==> config.mk <==
export PLATFORM = sky130hd
export DESIGN_NAME = kamikaze_prefetch
export DESIGN_NICKNAME = d
export VERILOG_FILES = /design/src/rtl/kamikaze_prefetch_pkg.sv /design/src/rtl/kamikaze_sync_fifo.sv /design/src/rtl/kamikaze_prefetch.sv
export SDC_FILE = /design/constraint.sdc
export NUM_CORES = 1
export LEC_CHECK = 0
export ABC_AREA = 1
export CAP_MARGIN = 40
export CORE_UTILIZATION = 25
export DETAILED_ROUTE_END_ITERATION = 10
export GPL_TIMING_DRIVEN = 0
export PLACE_DENSITY = 0.43
export SKIP_LAST_GASP = 1
export SLEW_MARGIN = 25
export SYNTH_ARGS = -nofsm -noshare
export SYNTH_HDL_FRONTEND = slang
export SYNTH_SLANG_ARGS = --single-unit
==> constraint.sdc <==
create_clock -name clk_i -period 12.66 [get_ports clk_i]
set_clock_uncertainty 0.1 [all_clocks]
set_input_delay 2.532 -clock clk_i [delete_from_list [all_inputs] [get_ports clk_i]]
set_output_delay 2.532 -clock clk_i [all_outputs]
set_load 0.01 [all_outputs]
==> src/rtl/kamikaze_prefetch_pkg.sv <==
// Shared AHB-Lite encodings and the prefetch FIFO entry layout.
package kamikaze_defs;

  typedef enum logic [1:0] {
    HTRANS_IDLE   = 2'b00,
    HTRANS_NONSEQ = 2'b10
  } htrans_e;

  localparam logic [2:0] HSIZE_WORD    = 3'b010;
  localparam logic [2:0] HBURST_SINGLE = 3'b000;
  localparam logic [3:0] HPROT_OPCODE  = 4'b0000;

  // One buffered fetch: error flag, word address, instruction word.
  localparam int ENTRY_W = 65;

  typedef struct packed {
    logic        err;
    logic [31:0] addr;
    logic [31:0] data;
  } entry_t;

endpackage

==> src/rtl/kamikaze_sync_fifo.sv <==
// Small synchronous FIFO with flush; head word is read straight from storage.
module kamikaze_sync_fifo #(
  parameter int WIDTH = 65,
  parameter int DEPTH = 4
) (
  input  logic                       clk_i,
  input  logic                       rst_ni,
  input  logic                       flush_i,
  input  logic                       push_i,
  input  logic [WIDTH-1:0]           wdata_i,
  input  logic                       pop_i,
  output logic [WIDTH-1:0]           rdata_o,
  output logic [$clog2(DEPTH):0]     count_o
);

  localparam int AW = $clog2(DEPTH);

  logic [WIDTH-1:0] mem_q [DEPTH];
  logic [AW-1:0]    wr_ptr_q, wr_ptr_d;
  logic [AW-1:0]    rd_ptr_q, rd_ptr_d;
  logic [AW:0]      count_q, count_d;
  logic             do_pop;

  // Pointer and occupancy update; flush wins over push and pop.
  always_comb begin
    // NOTE: every always_comb output gets a default first so no path can infer a latch.
    wr_ptr_d = wr_ptr_q;
    rd_ptr_d = rd_ptr_q;
    count_d  = count_q;
    do_pop   = pop_i && (count_q != '0);
    if (flush_i) begin
      wr_ptr_d = '0;
      rd_ptr_d = '0;
      count_d  = '0;
    end else begin
      if (push_i) wr_ptr_d = wr_ptr_q + AW'(1);
      if (do_pop) rd_ptr_d = rd_ptr_q + AW'(1);
      unique case ({push_i, do_pop})
        2'b10:   count_d = count_q + (AW+1)'(1);
        2'b01:   count_d = count_q - (AW+1)'(1);
        default: count_d = count_q;
      endcase
    end
  end

  // Control state register.
  always_ff @(posedge clk_i) begin
    // NOTE: sequential state uses non-blocking assignments so every flop samples pre-edge values.
    if (!rst_ni) begin
      wr_ptr_q <= '0;
      rd_ptr_q <= '0;
      count_q  <= '0;
    end else begin
      wr_ptr_q <= wr_ptr_d;
      rd_ptr_q <= rd_ptr_d;
      count_q  <= count_d;
    end
  end

  // Entry storage write port.
  always_ff @(posedge clk_i) begin
    // NOTE: storage is deliberately not reset; count_q alone decides which entries are live.
    if (push_i && !flush_i) mem_q[wr_ptr_q] <= wdata_i;
  end

  assign rdata_o = mem_q[rd_ptr_q];
  assign count_o = count_q;

endmodule

==> src/rtl/kamikaze_prefetch.sv <==
// AHB-Lite instruction prefetcher: issues single-word reads ahead of fetch,
// buffers results with their addresses, handles waits, flush and bus errors.
module kamikaze_prefetch
  import kamikaze_defs::*;
#(
  parameter int DEPTH   = 4,
  parameter int FIFO_AW = 2
) (
  input  logic        clk_i,
  input  logic        rst_i,
  input  logic [31:0] boot_addr_i,
  input  logic        pf_flush_i,
  input  logic [31:0] pf_flush_addr_i,
  output logic [31:0] HADDR,
  output logic [1:0]  HTRANS,
  output logic [2:0]  HSIZE,
  output logic [2:0]  HBURST,
  output logic [3:0]  HPROT,
  output logic        HWRITE,
  output logic [31:0] HWDATA,
  output logic        HMASTLOCK,
  input  logic [31:0] HRDATA,
  input  logic        HREADY,
  input  logic        HRESP,
  output logic        pf_valid_o,
  output logic [31:0] pf_data_o,
  output logic [31:0] pf_addr_o,
  output logic        pf_err_o,
  input  logic        pf_ready_i
);

  htrans_e           htrans_q, htrans_d;
  logic [31:0]       haddr_q, haddr_d;
  logic [31:0]       next_addr_q, next_addr_d;
  logic [31:0]       dp_addr_q, dp_addr_d;
  logic              dp_valid_q, dp_valid_d;
  logic              dp_discard_q, dp_discard_d;
  logic              stale_q, stale_d;     // held NONSEQ predates a flush
  logic              halted_q, halted_d;

  logic              accept, complete, err_wait;
  logic              fifo_push, fifo_pop, can_issue;
  entry_t            push_entry, head_entry;
  logic [FIFO_AW:0]  fifo_count, count_after;
  logic [FIFO_AW+1:0] credit_used;
  logic              unused_bits;

  kamikaze_sync_fifo #(.WIDTH(ENTRY_W), .DEPTH(DEPTH)) u_fifo (
    .clk_i   (clk_i),
    .rst_ni  (rst_i),
    .flush_i (pf_flush_i),
    .push_i  (fifo_push),
    .wdata_i (push_entry),
    .pop_i   (fifo_pop),
    .rdata_o (head_entry),
    .count_o (fifo_count)
  );

  // Bus events of this cycle and the FIFO handshake they imply.
  always_comb begin
    accept     = (htrans_q == HTRANS_NONSEQ) && HREADY;
    complete   = dp_valid_q && HREADY;
    err_wait   = dp_valid_q && HRESP && !HREADY;
    fifo_push  = complete && !dp_discard_q && !pf_flush_i;
    fifo_pop   = pf_valid_o && pf_ready_i && !pf_flush_i;
    push_entry = '{err: HRESP, addr: dp_addr_q, data: (HRESP ? 32'd0 : HRDATA)};
  end

  // Next-state: data phase tracking, fetch pointer, halt, credit and address phase.
  always_comb begin
    htrans_d     = htrans_q;
    haddr_d      = haddr_q;
    next_addr_d  = next_addr_q;
    dp_addr_d    = dp_addr_q;
    dp_valid_d   = dp_valid_q;
    dp_discard_d = dp_discard_q;
    stale_d      = stale_q;
    halted_d     = halted_q;

    if (accept) begin
      dp_valid_d   = 1'b1;
      dp_addr_d    = haddr_q;
      dp_discard_d = stale_q || pf_flush_i;
    end else if (complete) begin
      dp_valid_d   = 1'b0;
      dp_discard_d = 1'b0;
    end else begin
      dp_discard_d = dp_discard_q || (pf_flush_i && dp_valid_q);
    end

    if (pf_flush_i)             next_addr_d = {pf_flush_addr_i[31:2], 2'b00};
    else if (accept && !stale_q) next_addr_d = next_addr_q + 32'd4;

    if (pf_flush_i)                halted_d = 1'b0;
    else if (fifo_push && HRESP)   halted_d = 1'b1;

    // Words buffered after this edge plus the data phase still owed to us.
    count_after = fifo_count;
    if (pf_flush_i)                  count_after = '0;
    else if (fifo_push && !fifo_pop) count_after = fifo_count + (FIFO_AW+1)'(1);
    else if (!fifo_push && fifo_pop) count_after = fifo_count - (FIFO_AW+1)'(1);
    credit_used = {1'b0, count_after} + (FIFO_AW+2)'(dp_valid_d);
    can_issue   = !halted_d && (credit_used < (FIFO_AW+2)'(DEPTH));

    if (err_wait) begin
      htrans_d = HTRANS_IDLE;
      stale_d  = 1'b0;
    end else if ((htrans_q == HTRANS_NONSEQ) && !HREADY) begin
      stale_d  = stale_q || pf_flush_i;
    end else begin
      stale_d  = 1'b0;
      if (can_issue) begin
        htrans_d = HTRANS_NONSEQ;
        haddr_d  = next_addr_d;
      end else begin
        htrans_d = HTRANS_IDLE;
      end
    end
  end

  // State register with synchronous active-low reset.
  always_ff @(posedge clk_i) begin
    if (!rst_i) begin
      htrans_q     <= HTRANS_IDLE;
      haddr_q      <= '0;
      next_addr_q  <= {boot_addr_i[31:2], 2'b00};
      dp_addr_q    <= '0;
      dp_valid_q   <= 1'b0;
      dp_discard_q <= 1'b0;
      stale_q      <= 1'b0;
      halted_q     <= 1'b0;
    end else begin
      htrans_q     <= htrans_d;
      haddr_q      <= haddr_d;
      next_addr_q  <= next_addr_d;
      dp_addr_q    <= dp_addr_d;
      dp_valid_q   <= dp_valid_d;
      dp_discard_q <= dp_discard_d;
      stale_q      <= stale_d;
      halted_q     <= halted_d;
    end
  end

  assign HADDR     = haddr_q;
  assign HTRANS    = htrans_q;
  assign HSIZE     = HSIZE_WORD;
  assign HBURST    = HBURST_SINGLE;
  assign HPROT     = HPROT_OPCODE;
  assign HWRITE    = 1'b0;
  assign HWDATA    = 32'd0;
  assign HMASTLOCK = 1'b0;

  assign pf_valid_o = (fifo_count != '0);
  assign pf_data_o  = pf_valid_o ? head_entry.data : 32'd0;
  assign pf_addr_o  = pf_valid_o ? head_entry.addr : 32'd0;
  assign pf_err_o   = pf_valid_o && head_entry.err;

  // Byte-offset bits of the address inputs carry no meaning for word fetch.
  assign unused_bits = ^{boot_addr_i[1:0], pf_flush_addr_i[1:0]};

endmodule

==> results.py, run 1 <==
metrics = {
    "sta": {
        "setup_viol": 0,
        "fin_crit_ns": 6.13,
        "fin_ws_ns": 6.53,
        "slew_violations": 0,
        "period_share_pct": 48.4,
        "whs_ns": 0.342,
        "max_clock_freq_ghz": 0.163,
        "worstMarginPinSlew_ns": 0.795,
        "relSlewSlack_pct": 47.0,
        "setup-tns-final_ns": 0,
        "rsz0062_at_grt": "no",
        "hold_violations": 0,
    },
    "synthesis": {
        "ys_seq_elements": 370,
        "syn_inst": 1653,
        "synth_warnings": 0,
        "synth_area_per_cell_um2": 9.54,
        "synth_cell_type_count": 36,
        "synth_top_area_cell": "edfxtp_1",
        "netlist_area_um2": 15800,
        "yosys-top-cells-area": "edfxtp_1 50%, dfxtp_1 14%, nor2_1 9.9%",
        "yosysSeqAreaShare_pct": 63.5,
        "netlist.area_leader.share_pct": 49.5,
    },
    "floorplan": {
        "initial_utilization_pct": 25.4,
        "dieArea_um2": 64100,
        "coreArea_um2": 62100,
        "die-width_um": 253,
        "row_count": 91,
        "fp.dieH_um": 253,
        "ios": 246,
    },
    "worst_hold_path": {
        "worstHoldPathCells": 2,
        "hp-start": "next_addr_q[1]$_SDFF_PN0_",
        "hold_end": "next_addr_q[1]$_SDFF_PN0_",
        "hp-class": "reg -> reg",
    },
    "final_layout": {
        "nFillCells": 6359,
        "final_common_cell": "nor2_1",
        "areaGrowthSynthToFinish_pct": 32.3,
        "drive_gt1_share_pct": 7.54,
        "nets": 2064,
        "seq_area_um2": 10000,
        "diodes": 0,
        "final_cell_mix": "411 x nor2_1, 260 x edfxtp_1, 196 x nand2_1",
        "multi_input_area_um2": 4850,
    },
    "cts": {
        "cts-htree-levels": 2,
        "holdBufCountCts": 0,
        "post_cts_buffers": 0,
        "clock-root-buffer": "clkbuf_16",
        "clk_pin_slew_ns": 0.06,
        "ctsResizeCount": 0,
        "cts_tree": "yes",
        "cts.sinks": 370,
        "clk_latency_ns": 0.57,
        "clock_path_buffers": 3,
        "numCtsBuffers": 44,
    },
    "setup_path": {
        "crit_buf_inv": 4,
        "start_kind": "flop",
        "cp_slowest_stage_delay_ns": 0.61,
        "r2r_end": "HADDR[22]$_SDFFE_PN0P_",
        "required_ns": 10.03,
        "worstPathCellList": "clkbuf_1 -> clkbuf_1 -> clkbuf_1 -> nor2_1 -> nor2_1 -> o21ai_0 -> a21oi_1 -> clkdlybuf4s50_1",
        "cp_max_fo": 10,
        "reg2reg_depth": 10,
        "r2r_setup_slack_ns": 10.26,
        "cp-end-kind": "output pin",
        "cpLargestDelayFamily": "buffers and inverters",
        "crit_arrival_ns": 3.50,
        "crit_type": "reg -> out",
        "slowest_stage": "clkdlybuf4s50_1",
        "cpMostUsedCell": "clkbuf_1",
        "r2r-start": "HTRANS[1]$_SDFFE_PP0N_",
    },
    "placement": {
        "dp_hpwl_um": 35600,
        "routabilityCongestion": 0.841,
        "dpl_worst_slack_ns": 7.02,
        "portBuffers": 195,
    },
    "job": {
        "drv_cap": 0,
    },
    "power": {
        "cellLeakagePower_nw": 7.92,
        "ir_drop_mv": 0.0719,
        "power_density_nw_per_um2": 139,
        "power_mw": 2.90,
    },
    "global_routing": {
        "grt_max_degree": 21,
        "grt_pass1_wl_um": 73900,
        "first_global_vias": 12200,
        "overflow": 0,
        "grt_use_total_pct": 15.4,
        "antenna_found_initial": 0,
    },
    "drt": {
        "ant_nets": 0,
        "drc": 0,
        "vias_per_cell": 4.25,
        "first_pass_iters": 6,
        "wirelength_um": 49100,
        "wl_per_cell_um": 17.4,
        "vias": 12000,
        "drtIter0Drc": 722,
    },
    "run_status": {
        "status": "finished, final reports clean",
    },
}
power breakdown:
part           switching (mW)  leakage [nW]  internal (mW)  total (mW)
clock                   0.505         0.742          0.812        1.32
sequential             0.0354          3.28           1.33        1.36
combinational           0.121          3.90         0.0974       0.218
synthesized netlist by cell type:
library cell	n
nor2_1	415
edfxtp_1	260
nand2_1	196
o21ai_0	195
dfxtp_1	110
inv_1	106
a21oi_1	78
nand3_1	76
clkbuf_1	63
buf_4	48
buf_1	18
nand4_1	15
o21ai_1	10
ha_1	9
a31oi_1	8
o21bai_1	6
xor2_1	6
nor3_1	5
xnor2_1	4
buf_2	2
conb_1	2
inv_2	2
nand2_2	2
nand3b_1	2
nor2_2	2
nor2_4	2
or2_2	2
a211oi_1	1
buf_6	1
mux2i_1	1
nand2_4	1
nor3_2	1
nor4_1	1
o21ai_4	1
o22ai_1	1
o31ai_1	1
worst min-delay path: stages (launching register included):
cell and delay, ns:
dfxtp_1 0.29, inv_1 0.06, nor2_1 0.04
sequential cells by signal, indices dropped and copies added, names as in the netlist, named ones only:
register / cells
u_fifo.count_o: 3
u_fifo.rd_ptr_q: 2
u_fifo.mem_q: 260
stale_q: 1
next_addr_q: 32
dp_addr_q: 32
HTRANS: 1
dp_discard_q: 1
halted_q: 1
u_fifo.wr_ptr_q: 2
dp_valid_q: 1
HADDR: 32
per-layer routing:
layer / vias to the layer above / routed length [um] / global-route usage [%]
li1: 6056 / - / -
met1: 5599 / 21800 / 19.7
met2: 317 / 23500 / 26.0
met3: 49 / 2860 / 3.19
met4: 0 / 890 / 4.24
met5: - / 0 / 0
metrics by stage:
stage                     util, %  instances  instance area [um^2]
final                        33.6       2826                 20900
after global routing         33.6       2826                 20900
after CTS                    33.6       2825                 20800
after detailed placement     31.2       2743                 19300
after global placement       30.5       2728                 18900
after floorplan                 -       1696                 15900
how the worst max path moves through the flow:
stage | startpoint | endpoint | depth (start not counted)
4_1_cts | flop | pf_addr_o[17] | 8
5_1_grt | flop | pf_data_o[1] | 8
3_3_place_gp | HREADY | u_fifo.mem_q[3][26]$_DFFE_PP_ | 5
3_5_place_dp | flop | pf_addr_o[17] | 8
6_report | flop | pf_data_o[1] | 8
2_1_floorplan | HREADY | u_fifo.mem_q[0][0]$_DFFE_PP_ | 4
cells by family (layout without fill, tap and decap cells):
family                   Yosys count  in the layout  synth area share (%)
AO/OA/AOI/OAI                    301            301                  9.83
XOR/XNOR                          10             10                 0.556
adder cells (fa/ha/maj)            9              9                 0.714
buffers and inverters            240            533                  6.92
flip-flops                       370            370                  63.5
multiplexers                       1              1                0.0635
other                              2             45                0.0476
AND/OR/NAND/NOR                  720            720                  18.4
final cells by class:
class	instances	share of cell area [%]
clock buffers	59	5.96
multi-input cells	1086	23.3
repair buffers	211	11.2
flip-flops and latches	370	48.0
plain buffers	132	3.29
clock inverters	23	1.31
well taps	837	5.02
inverters	108	1.94
No activity file was read; power rests on OpenSTA's default activity.
==> run 2: changes to the inputs <==
==> constraint.sdc (replaced) <==
create_clock -name clk_i -period 6.4 [get_ports clk_i]
set_clock_uncertainty 0.1 [all_clocks]
set_input_delay 1.28 -clock clk_i [delete_from_list [all_inputs] [get_ports clk_i]]
set_output_delay 1.28 -clock clk_i [all_outputs]
set_load 0.01 [all_outputs]
==> results of run 2 <==
Same layout as run 1 (identical final DEF). Status: finished, final reports clean.
Among the figures that moved: setup slack after placement 7.02 ns -> 2.01 ns; setup slack after layout 6.53 ns -> 1.52 ns; register-to-register setup slack 10.26 ns -> 4.00 ns; total power 2.90 mW -> 5.73 mW; worst IR drop on VDD 0.0719 mV -> 0.142 mV
